**config.mk**
```make
export PLATFORM = sky130hd
export DESIGN_NAME = fwd_scoreboard
export DESIGN_NICKNAME = d
export VERILOG_FILES = /design/src/rtl/fwd_pkg.sv /design/src/rtl/fwd_match.sv /design/src/rtl/fwd_scoreboard.sv
export SDC_FILE = /design/constraint.sdc
export NUM_CORES = 1
export LEC_CHECK = 0
export ABC_AREA = 1
export BUFFER_PORTS_ARGS = -buffer_cell sky130_fd_sc_hd__buf_4
export CAP_MARGIN = 0
export CORE_MARGIN = 4
export CORE_UTILIZATION = 28
export CTS_CLUSTER_SIZE = 40
export DETAILED_ROUTE_END_ITERATION = 8
export PLACE_DENSITY = 0.47
export SLEW_MARGIN = 20
export SYNTH_ARGS = -nofsm -noshare
export SYNTH_HDL_FRONTEND = slang
export SYNTH_HIERARCHICAL = 1
export SYNTH_SLANG_ARGS = --single-unit
```
**constraint.sdc**
```tcl
create_clock -name clk -period 5.1 [get_ports clk]
set_clock_uncertainty 0.15 [all_clocks]
set_input_delay 0.51 -clock clk [delete_from_list [all_inputs] [get_ports clk]]
set_output_delay 0.51 -clock clk [all_outputs]
set_load 0.01 [all_outputs]
```
**src/rtl/fwd_pkg.sv**
```systemverilog
// Shared constants and the per-stage tag type for the forwarding scoreboard.
// TagRdW bounds REG_W; register numbers are zero-extended into the tag.
package fwd_pkg;

  localparam int unsigned DataWDef       = 16;
  localparam int unsigned RegWDef        = 3;
  localparam int unsigned DepthDef       = 6;
  localparam int unsigned RdPortsDef     = 2;
  localparam int unsigned LateStageDef   = 3;
  localparam int unsigned FlushStagesDef = 2;

  localparam int unsigned TagRdW = 8;

  typedef struct packed {
    logic              valid;
    logic              wen;
    logic [TagRdW-1:0] rd;
    logic              late;
  } fwd_tag_t;

  localparam int unsigned TagW = $bits(fwd_tag_t);

  localparam fwd_tag_t TagInvalid = '0;

  function automatic fwd_tag_t make_tag(logic valid, logic wen, logic [TagRdW-1:0] rd,
                                        logic late);
    fwd_tag_t t;
    t.valid = valid;
    t.wen   = wen;
    t.rd    = rd;
    t.late  = late;
    return t;
  endfunction

  // A late result only exists once the producer has reached late_stage.
  function automatic logic tag_ready(fwd_tag_t t, int unsigned stage, int unsigned late_stage);
    return !t.late || (stage >= late_stage);
  endfunction

endpackage

```
**src/rtl/fwd_match.sv**
```systemverilog
// One read port: youngest-stage match priority encoder with readiness and data select.
// Purely combinational; an unready winner falls back to the register-file value.
module fwd_match
  import fwd_pkg::*;
#(
  parameter int unsigned DATA_W     = DataWDef,
  parameter int unsigned REG_W      = RegWDef,
  parameter int unsigned DEPTH      = DepthDef,
  parameter int unsigned LATE_STAGE = LateStageDef
) (
  input  logic [DEPTH*TagW-1:0]   tags_i,
  input  logic [REG_W-1:0]        rd_num_i,
  input  logic [DATA_W-1:0]       rd_data_i,
  input  logic [DEPTH*DATA_W-1:0] stage_data_i,
  output logic [DATA_W-1:0]       data_o,
  output logic                    hit_o,
  output logic                    unready_o
);

  fwd_tag_t [DEPTH:1] tags;
  assign tags = tags_i;

  logic              found;
  logic              ready;
  logic [DATA_W-1:0] sel_data;

  // Scan oldest to youngest so the lowest-numbered match is the last one written.
  always_comb begin
    found    = 1'b0;
    ready    = 1'b0;
    sel_data = '0;
    for (int unsigned k = DEPTH; k >= 1; k--) begin
      if (tags[k].valid && tags[k].wen && (tags[k].rd == TagRdW'(rd_num_i))) begin
        found    = 1'b1;
        ready    = tag_ready(tags[k], k, LATE_STAGE);
        sel_data = stage_data_i[(k-1)*DATA_W +: DATA_W];
      end
    end
  end

  always_comb begin
    hit_o     = found && ready;
    unready_o = found && !ready;
    data_o    = hit_o ? sel_data : rd_data_i;
  end

endmodule

```
**src/rtl/fwd_scoreboard.sv**
```systemverilog
// Operand forwarding scoreboard: shifts destination tags with the pipeline and serves reads.
// Optional stall-cycle counter when FWD_PERF_CNT_EN is defined.
module fwd_scoreboard
  import fwd_pkg::*;
#(
  parameter int unsigned DATA_W       = DataWDef,
  parameter int unsigned REG_W        = RegWDef,
  parameter int unsigned DEPTH        = DepthDef,
  parameter int unsigned RD_PORTS     = RdPortsDef,
  parameter int unsigned LATE_STAGE   = LateStageDef,
  parameter int unsigned FLUSH_STAGES = FlushStagesDef
) (
  input  logic                         clk,
  input  logic                         rst_n,
  input  logic                         issue_valid_i,
  input  logic                         issue_wen_i,
  input  logic [REG_W-1:0]             issue_rd_i,
  input  logic                         issue_late_i,
  input  logic [RD_PORTS*REG_W-1:0]    rd_num_i,
  input  logic [RD_PORTS*DATA_W-1:0]   rd_data_i,
  input  logic [DEPTH*DATA_W-1:0]      stage_data_i,
  input  logic                         flush_i,
  output logic [RD_PORTS*DATA_W-1:0]   fwd_data_o,
  output logic [RD_PORTS-1:0]          hit_o,
  output logic                         stall_o
`ifdef FWD_PERF_CNT_EN
  ,
  output logic [31:0]                  perf_stall_cnt_o
`endif
);

  if (REG_W > TagRdW) begin : gen_bad_reg_w
    $error("REG_W exceeds tag rd field width");
  end
  if (LATE_STAGE < 1 || LATE_STAGE > DEPTH) begin : gen_bad_late_stage
    $error("LATE_STAGE out of range 1..DEPTH");
  end

  fwd_tag_t [DEPTH:1]  tag_q;
  fwd_tag_t [DEPTH:1]  tag_d;
  logic [RD_PORTS-1:0] unready;
  logic                stall;

  for (genvar p = 0; p < RD_PORTS; p++) begin : gen_port
    fwd_match #(
      .DATA_W     (DATA_W),
      .REG_W      (REG_W),
      .DEPTH      (DEPTH),
      .LATE_STAGE (LATE_STAGE)
    ) u_match (
      .tags_i       (tag_q),
      .rd_num_i     (rd_num_i[p*REG_W +: REG_W]),
      .rd_data_i    (rd_data_i[p*DATA_W +: DATA_W]),
      .stage_data_i (stage_data_i),
      .data_o       (fwd_data_o[p*DATA_W +: DATA_W]),
      .hit_o        (hit_o[p]),
      .unready_o    (unready[p])
    );
  end

  // Any port waiting on a late result holds decode; flush wins over stall.
  assign stall   = issue_valid_i && !flush_i && (|unready);
  assign stall_o = stall;

  always_comb begin
    tag_d = tag_q;
    for (int unsigned k = 2; k <= DEPTH; k++) begin
      tag_d[k] = tag_q[k-1];
    end
    if (flush_i) begin
      tag_d[1] = TagInvalid;
      for (int unsigned k = 1; k <= DEPTH; k++) begin
        if (k <= FLUSH_STAGES) begin
          tag_d[k] = TagInvalid;
        end
      end
    end else if (stall) begin
      tag_d[1] = TagInvalid;
    end else begin
      tag_d[1] = make_tag(issue_valid_i, issue_wen_i, TagRdW'(issue_rd_i), issue_late_i);
    end
  end

  always_ff @(posedge clk or negedge rst_n) begin
    if (!rst_n) begin
      tag_q <= '0;
    end else begin
      tag_q <= tag_d;
    end
  end

`ifdef FWD_PERF_CNT_EN
  logic [31:0] perf_cnt_q;
  logic [31:0] perf_cnt_d;

  always_comb begin
    perf_cnt_d = perf_cnt_q;
    if (stall && (perf_cnt_q != 32'hFFFF_FFFF)) begin
      perf_cnt_d = perf_cnt_q + 32'd1;
    end
  end

  always_ff @(posedge clk or negedge rst_n) begin
    if (!rst_n) begin
      perf_cnt_q <= '0;
    end else begin
      perf_cnt_q <= perf_cnt_d;
    end
  end

  assign perf_stall_cnt_o = perf_cnt_q;
`endif

endmodule

```
-- After elaboration in Yosys (flattened, before gate mapping)
Index checks and enable logic that the tools add are counted.
- word-level logic and storage cells: 95
- bits of input ports: 143
- register bits after elaboration: 62
- output and inout port bits: 35
- reduce and logical (&&, ||, !) cells: 30
- mux-type cells: 33
- equality and inequality tests: 12
- operators by type and width (kind ; number):
    16-bit 2-to-1 mux ; 14
    8-bit by 3-bit equality test with 1-bit output ; 12
    11-bit 2-to-1 mux ; 3
    1-bit logical AND ; 24
    1-bit 2-to-1 mux ; 16
    1-bit zero test ; 5
    2-bit OR reduction ; 1

-- Logic depth before layout (Yosys ltp)
Gate-level depths: netlist (run 1).
- depth after elaboration: 14
- mapped depth: 15
- mapped depth without buffers: 14

-- By module
Netlist (run 1), hierarchy kept.
- modules (own cells, without submodules) (module ; times used ; cells an instance ; seq. area each (µm²) ; area each (µm²)):
    fwd_match ; 2 ; 410 ; 0.0 ; 1806.7
    fwd_scoreboard ; 1 ; 64 ; 900.9 ; 1022.2

-- Least setup slack after synthesis (run 1)
Ideal clock, no wire load.
- kind: input to output
- start point: input port rd_num_i[0]
- end point: output port fwd_data_o[11]
- path buffers: 2
- stages: 13
- path slack: 2722 ps
- arrival time: 1718 ps
- cell sequence: buf_2 -> xnor2_1 -> nand2_1 -> nor2_4 -> buf_2 -> nand3_1 -> nand2_1 -> nand2_1 -> nand2_1 -> nand2_1 -> nand2_1 -> nand2_1 -> nand2_1
- word-level cells in the longest chain between the ends: 10
- elaborated cells on any way between the ends: 28
- RTL lines (item ; line ; text):
    from (decl) ; fwd_scoreboard.sv:19 ; input logic [RD_PORTS*REG_W-1:0] rd_num_i,
    8-bit by 3-bit equality test with 1-bit output ; fwd_match.sv:33 ; if (tags[k].valid && tags[k].wen && (tags[k].rd == TagRdW'(rd_num_i))) begin
    1-bit logical AND ; fwd_match.sv:33 ;
    1-bit 2-to-1 mux (6 in a row) ; fwd_match.sv:33 ;
    1-bit logical AND ; fwd_match.sv:42 ; hit_o = found && ready;
    16-bit 2-to-1 mux (*) ; fwd_match.sv:44 ; data_o = hit_o ? sel_data : rd_data_i;
    to (decl) ; fwd_scoreboard.sv:23 ; output logic [RD_PORTS*DATA_W-1:0] fwd_data_o,
Mark *: on every way between the ends. The rest lies on a longest branch, timed or not.

-- Worst setup path after layout (run 1)
- start point: register tag_q[3] in the netlist's numbering
- end point: output port fwd_data_o[31]
- word-level cells in the longest chain between the ends: 5
- elaborated cells on any way between the ends: 7
- RTL lines (item ; line ; text):
    from (decl) ; fwd_scoreboard.sv:39 ; fwd_tag_t [DEPTH:1] tag_q;
    from (signal assigned) ; fwd_scoreboard.sv:88 ; tag_q <= tag_d;
    8-bit by 3-bit equality test with 1-bit output (*) ; fwd_match.sv:33 ;
    1-bit logical AND (*) ; fwd_match.sv:33 ;
    1-bit 2-to-1 mux ; fwd_match.sv:33 ;
    1-bit logical AND ; fwd_match.sv:42 ;
    16-bit 2-to-1 mux (*) ; fwd_match.sv:44 ;
Marks and branches as above.

==> results of run 1 <==
## cells in the final DEF, fill, tap and decap left out
cell       count
nand3_4        4
a21oi_1       32
inv_4          2
o21ai_1        2
nor2_1       208
or2_0          2
nand3_1       44
nand2_2        6
clkbuf_16      5
o21ai_0        2
nand3b_1       2
nor2_2        34
nor3_1         3
nor3_2         2
nand2_1      355
clkbuf_1       1
conb_1        60
dfrtp_1       32
clkinv_2       1
nand2_4        3
or2_1          4
nor2_4         3
o22ai_1        6
nand3_2        2
inv_2          5
inv_1         74
xnor2_1       16
buf_4        179
## area by class of cell
| cell class | count | area, um^2 | share of cell area [%] |
|---|---|---|---|
| timing repair buffer | 179 | 1340 | 21.4 |
| sequential | 32 | 801 | 12.8 |
| clock buffer | 6 | 129 | 2.06 |
| inverter | 81 | 309 | 4.93 |
| clock inverter | 1 | 5.00 | 0.0798 |
| multi-input combinational | 790 | 3410 | 54.4 |
| tap | 216 | 270 | 4.31 |
## power groups by stage
stage	registers [mW]	logic, mW	clock network [mW]
finish	0.275	0.210	0.278
global route	0.277	0.235	0.299
CTS	0.275	0.212	0.285
detailed placement	0.280	0.211	0
global placement	0.280	0.211	0
floorplan	0.276	0.0755	0
## worst max path at each step
stage	startpoint	endpoint	slack, ns	cells past startpoint
after floorplan	rd_num_i[0]	fwd_data_o[11]	2.72	13
after global placement	rd_num_i[1]	fwd_data_o[1]	1.81	12
after detailed placement	rd_num_i[5]	fwd_data_o[31]	1.81	12
after CTS	tag_q[2]	fwd_data_o[31]	1.79	11
after global routing	tag_q[10]	fwd_data_o[1]	1.60	10
final	tag_q[3]	fwd_data_o[31]	1.82	11
## worst reg2reg max path: cells and delay by family (launching register included)
kind	cells	cell delay, ns
buffers and inverters	1	0.06
DFF	1	0.44
and+or+nand+nor	9	1.53
## sequential cells by signal (all words and copies together) (netlist names)
signal  flops
tag_q      11
tag_d      21
## per-layer routing
layer	vias up	GRT usage [%]	routed length, um
li1	2993	-	-
met1	2145	29.8	8930
met2	142	25.0	6850
met3	7	3.38	1070
met4	0	1.74	66
met5	-	0	0
## through the flow
| stage | util (%) | power (mW) | setup WS [ns] | cells | hold WS, ns |
|---|---|---|---|---|---|
| floorplan | - | 0.352 | 2.72 | 939 | 0.0644 |
| global placement | 38.6 | 0.491 | 1.81 | 1298 | 0.242 |
| detailed placement | 38.6 | 0.490 | 1.81 | 1298 | 0.244 |
| CTS | 39.5 | 0.772 | 1.79 | 1305 | 0.0397 |
| global route | 39.5 | 0.812 | 1.60 | 1305 | 0.0542 |
| finish | 39.5 | 0.763 | 1.82 | 1305 | 0.0230 |
==> summary.md, run 1 <==
| Metric | Value |
|---|---|
| Static Leak | `3.78 nW` |
| Worst-path clk slew | `0.05 ns` |
| RR Startpoint | `tag_q[3]` |
| Final instance area | `~0.0063 mm^2` |
| Layout cells sized above 1 | `between 20% and 30%` |
| GRT Util Overall | `between 10% and 20%` |
| PD cells | `~120 mW/mm^2` |
| # clock sinks | `32` |
| Row cnt | `46` |
| Comb power frac | `between 20 and 30%` |
| Initial Utilization | `approximately 29%` |
| Mapped cell area | `between 0.004 and 0.005 mm^2` |
| CTS H-tree lvls | `2` |
| Max-Cap Viols | `0` |
| CTS tree | `yes` |
| Crit path required time | `about 4.4 ns` |
| Layout area overhead | `38.2%` |
| Grt ovf | `0` |
| Die area | `~0.018 mm^2` |
| CP max-delay cell | `dfrtp_1` |
| Detail Route Antenna Nets | `0` |
| Die Ht | `around 140 um` |
| Critical path capture point type | `primary output` |
| Int Power | `about 560 uW` |
| Max Slew Vio Count | `0` |
| DR WL/cell | `13.0 um` |
| GP Congestion | `approximately 0.8` |
| Fmax | `roughly 0.3 GHz` |
| Routed via count | `around 5.3k` |
| Fillers | `roughly 1.9k` |
| WS Path Type | `reg -> out` |
| Setup slack, reg-to-reg | `between 2 and 3 ns` |
| Hold-fix buffers at CTS | `0` |
| Period utilization | `~64%` |
| Antenna Cells | `0` |
| Initial antenna violation count | `0` |
| Clk pwr share | `roughly 36%` |
| TritonCTS Buffers | `5` |
| Hold Vio Cnt, Final | `0` |
| CTS root buffer | `clkbuf_16` |
| Slew headroom | `36.7%` |
| DRC | `0` |
| Switching pwr | `207 uW` |
| CP arrival | `between 2 and 3 ns` |
| Crit path largest cell delay | `approximately 0.44 ns` |
| Synthesized instance count | `880` |
| Setup violators final | `0` |
| Cells along the critical path | `nand2_1 > nand2_1 > nor2_2 > nand3_2 > or2_0 > nand2_2 > nand2_4 > nor2_1 > nand2_1 > nand2_1 > buf_4` |
| Final Net Count | `1232` |
| Hold WC Path Type | `in -> async` |
| Initial DRC Count | `between 300 and 400` |
| Tmin final | `3.28 ns` |
| Pin count of the biggest net entering global routing | `34` |
| Setup TNS | `0 ns` |
| Final WL | `16900 um` |
| Setup bufs post-CTS | `0` |
| Clock Latency Late Sink | `about 0.27 ns` |
| HPWL after DPL | `13700 um` |
| Max Buffers Root-to-Sink | `2` |
| Width of the die | `135 um` |
| Number of global-route vias before repair | `around 4.8k` |
| VDD IR max | `roughly 0.13 mV` |
| Pre-antenna DRT Iters | `5` |
| Sequential power share | `between 30% and 40%` |
| Worst path top cell family by delay | `simple AND/OR/NAND/NOR gates` |
| Placed instance area | `0.00614 mm^2` |
| Crit path buf inv count | `1` |
| Area of the core | `between 0.015 and 0.02 mm^2` |
| First-pass GRT wire length | `about 27000 um` |
| # resized after CTS | `0` |
| # IOs | `178` |
| Yosys warns | `6` |
| CP Launch Type | `flip-flop` |
| Largest fanout on the critical path | `33` |
| Port Buffers | `roughly 180` |
| Sw Share | `a little over a quarter` |
| RR Endpoint | `tag_q[3]` |
| Worst slew pin tran | `approximately 0.95 ns` |
| Vias per cell | `just over 4` |
| Cells on worst reg2reg path | `10` |
| Most frequent cell on the critical path | `nand2_1` |
| Post-synthesis area per instance | `5.15 um^2` |
| RSZ-0062 raised after global routing | `false` |
| Status | `complete, no violations` |
(Power assumes the default switching activity.)
==> run 2, diff against run 1 <==
--- a/config.mk
+++ b/config.mk
@@ -5,14 +5,14 @@
 export SDC_FILE = /design/constraint.sdc
 export NUM_CORES = 1
 export LEC_CHECK = 0
-export ABC_AREA = 1
+export ABC_AREA = 0
 export BUFFER_PORTS_ARGS = -buffer_cell sky130_fd_sc_hd__buf_4
 export CAP_MARGIN = 0
 export CORE_MARGIN = 4
 export CORE_UTILIZATION = 28
 export CTS_CLUSTER_SIZE = 40
 export DETAILED_ROUTE_END_ITERATION = 8
-export PLACE_DENSITY = 0.47
+export PLACE_DENSITY = 0.48
 export SLEW_MARGIN = 20
 export SYNTH_ARGS = -nofsm -noshare
 export SYNTH_HDL_FRONTEND = slang
==> constraint.sdc (replaced) <==
create_clock -name clk -period 3.1 [get_ports clk]
set_clock_uncertainty 0.15 [all_clocks]
set_input_delay 0.31 -clock clk [delete_from_list [all_inputs] [get_ports clk]]
set_output_delay 0.31 -clock clk [all_outputs]
set_load 0.01 [all_outputs]
==> summary.md, run 2 <==
| Metric | Value |
|---|---|
| Sw Share | `25.9% (-1.1 points)` |
| Status | `complete, no violations` |
| Grt ovf | `0 (unchanged)` |
| Number of global-route vias before repair | `4499 (-6.6%)` |
| Yosys warns | `6 (unchanged)` |
| DP Cell Count | `800 (-38%)` |
| CTS root buffer | `clkbuf_16` |
| Pre-antenna DRT Iters | `7 (+2)` |
| Row cnt | `42 (-8.7%)` |
| Worst-path clk slew | `0.05 ns (about the same)` |
| Final Net Count | `775 (-37%)` |
| Sequential power share | `36.0% (about the same)` |
| Max-Cap Viols | `0 (unchanged)` |
| Synthesized instance count | `402 (-54%)` |
| CTS H-tree lvls | `2 (unchanged)` |
| # clock sinks | `32 (unchanged)` |
| Mapped cell area | `0.00380 mm^2 (-16%)` |
| First-pass GRT wire length | `25300 um (-5.4%)` |
| Critical path capture point type | `primary output` |
| PD cells | `218 mW/mm^2 (+80%)` |
| Die Ht | `125 um (-7.9%)` |
| Layout cells sized above 1 | `45.9% (+23 points)` |
| Setup bufs post-CTS | `0 (unchanged)` |
| CP arrival | `2.55 ns (-0.07 ns)` |
| Pin count of the biggest net entering global routing | `33 (-2.9%)` |
| Max reg flops | `21 (unchanged)` |
| RSZ-0062 raised after global routing | `true` |
| GRT Util Overall | `20.2% (+2.0 points)` |
| CP Launch Type | `flip-flop` |
| Comb power frac | `28.5% (+1.0 points)` |
| Detail Route Antenna Nets | `0 (unchanged)` |
| Layout area overhead | `51.6%` |
| Die area | `0.0155 mm^2 (-15%)` |
| Clk pwr share | `35.5% (-0.9 points)` |
| HPWL after DPL | `12700 um (-6.9%)` |
| Finished Layout Cells | `808 (-38%)` |
| # IOs | `178 (unchanged)` |
| Max Slew Vio Count | `0 (unchanged)` |
| GP Congestion | `0.874 (+8.9%)` |
| Switching pwr | `327 uW (+58%)` |
| Worst hold slack | `0.144 ns (+0.121 ns)` |
| VDD IR max | `0.339 mV (+170%)` |
| Setup violators final | `0 (unchanged)` |
| Tmin final | `between 3 and 4 ns` |
| Width of the die | `125 um (-7.9%)` |
| Final WL | `16900 um (-0.21%)` |
| Crit path required time | `2.64 ns (-1.80 ns)` |
| WS Path Type | `reg -> out` |
| Initial DRC Count | `333 (+4.7%)` |
| Hold Vio Cnt, Final | `0 (unchanged)` |
| DR WL/cell | `20.9 um (+61%)` |
| Worst setup margin | `0.0878 ns (-1.73 ns)` |
| Initial Utilization | `28.6% (+0.057 points)` |
| CTS tree | `yes` |
| Post-synthesis area per instance | `9.46 um^2 (+84%)` |
| Initial antenna violation count | `0 (unchanged)` |
| Fmax | `between 0.3 and 0.4 GHz` |
| Port Buffers | `177 (unchanged)` |
| Routed via count | `4466 (-16%)` |
| Commonest non-fill, non-tap cell in the layout | `buf_4` |
| Static Leak | `2.56 nW (-32%)` |
| Antenna Cells | `0 (unchanged)` |
| Dpl ws | `-0.0176 ns (-1.83 ns)` |
| Int Power | `932 uW (+68%)` |
| TritonCTS Buffers | `5 (unchanged)` |
| Highest-count cells in the layout ignoring fill and taps | `196 x buf_4, 60 x conb_1, 46 x nor2_1` |
| Area of the core | `0.0133 mm^2 (-16%)` |
| Clock Latency Late Sink | `0.27 ns (about the same)` |
| Vias per cell | `5.53 (+36%)` |
| Final Util | `43.4% (+3.9 points)` |
| Max Buffers Root-to-Sink | `2 (unchanged)` |
| Hold WC Path Type | `in -> reg` |
| Largest fanout on the critical path | `11 (-67%)` |
| Period utilization | `between 90 and 100%` |
| DRC | `0 (unchanged)` |
| Tot Pwr | `1.26 mW (+65%)` |
-- run 2: cell type report --
cell class | instances | area, um^2
clock buffer | 6 | 129
clock inverter | 1 | 5.00
fill | 1312 | 7530
multi-input combinational | 392 | 3060
sequential | 32 | 801
tap | 176 | 220
timing repair buffer | 201 | 1550
-- run 2: per-layer routing --
| metal | GRT usage, % | routed length, um |
|---|---|---|
| met1 | 24.6 | 6820 |
| met5 | 0 | 0 |
| met2 | 36.1 | 8390 |
| met4 | 5.61 | 410 |
| met3 | 3.90 | 1250 |
-- run 2: path summary, 6_finish.rpt --
kind | slack (ns) | from | end | depth (start not counted)
max | 0.09 | tag_d[25] | fwd_data_o[26] | 8
min | 0.14 | issue_wen_i | tag_q[9] | 2
max reg2reg | 0.72 | tag_d[25] | tag_q[0] | 8
min reg2reg | 0.25 | tag_d[42] | tag_d[53] | 0
max in group asynchronous | 2.15 | rst_n | tag_d[22] | 2
min in group asynchronous | 0.36 | rst_n | tag_d[23] | 2
-- run 2: stage by stage --
stage / cell area, um^2 / TNS (ns)
floorplan: 4030 / 0
global placement: 5500 / -0.0443
detailed placement: 5500 / -0.0371
CTS: 5650 / 0
global route: 5770 / -0.136
finish: 5770 / 0
-- run 2: repair_timing --
action / 4_1_cts / 5_1_grt
pin swaps: 0 / 2
endpoints found under the hold margin: 32 / 0
gates resized for setup: 2 / 15
hold buffers: 1 / 0
endpoints found under the setup margin: 16 / 20
-- run 2: power by group through the flow --
stage / clock network (mW) / logic, mW / registers (mW)
finish: 0.447 / 0.358 / 0.453
floorplan: 0 / 0.128 / 0.455
detailed placement: 0 / 0.348 / 0.460
CTS: 0.465 / 0.350 / 0.453
global placement: 0 / 0.346 / 0.460
global route: 0.485 / 0.387 / 0.455
-- run 2: critical path, cell delays in order (launching register included) --
cell and delay [ns]:
dfrtp_1 0.41, xnor2_1 0.21, nand3_2 0.17, o311a_4 0.45, buf_4 0.22, a221oi_4 0.26, o32ai_2 0.14, mux2_4 0.27
buf_4 0.14
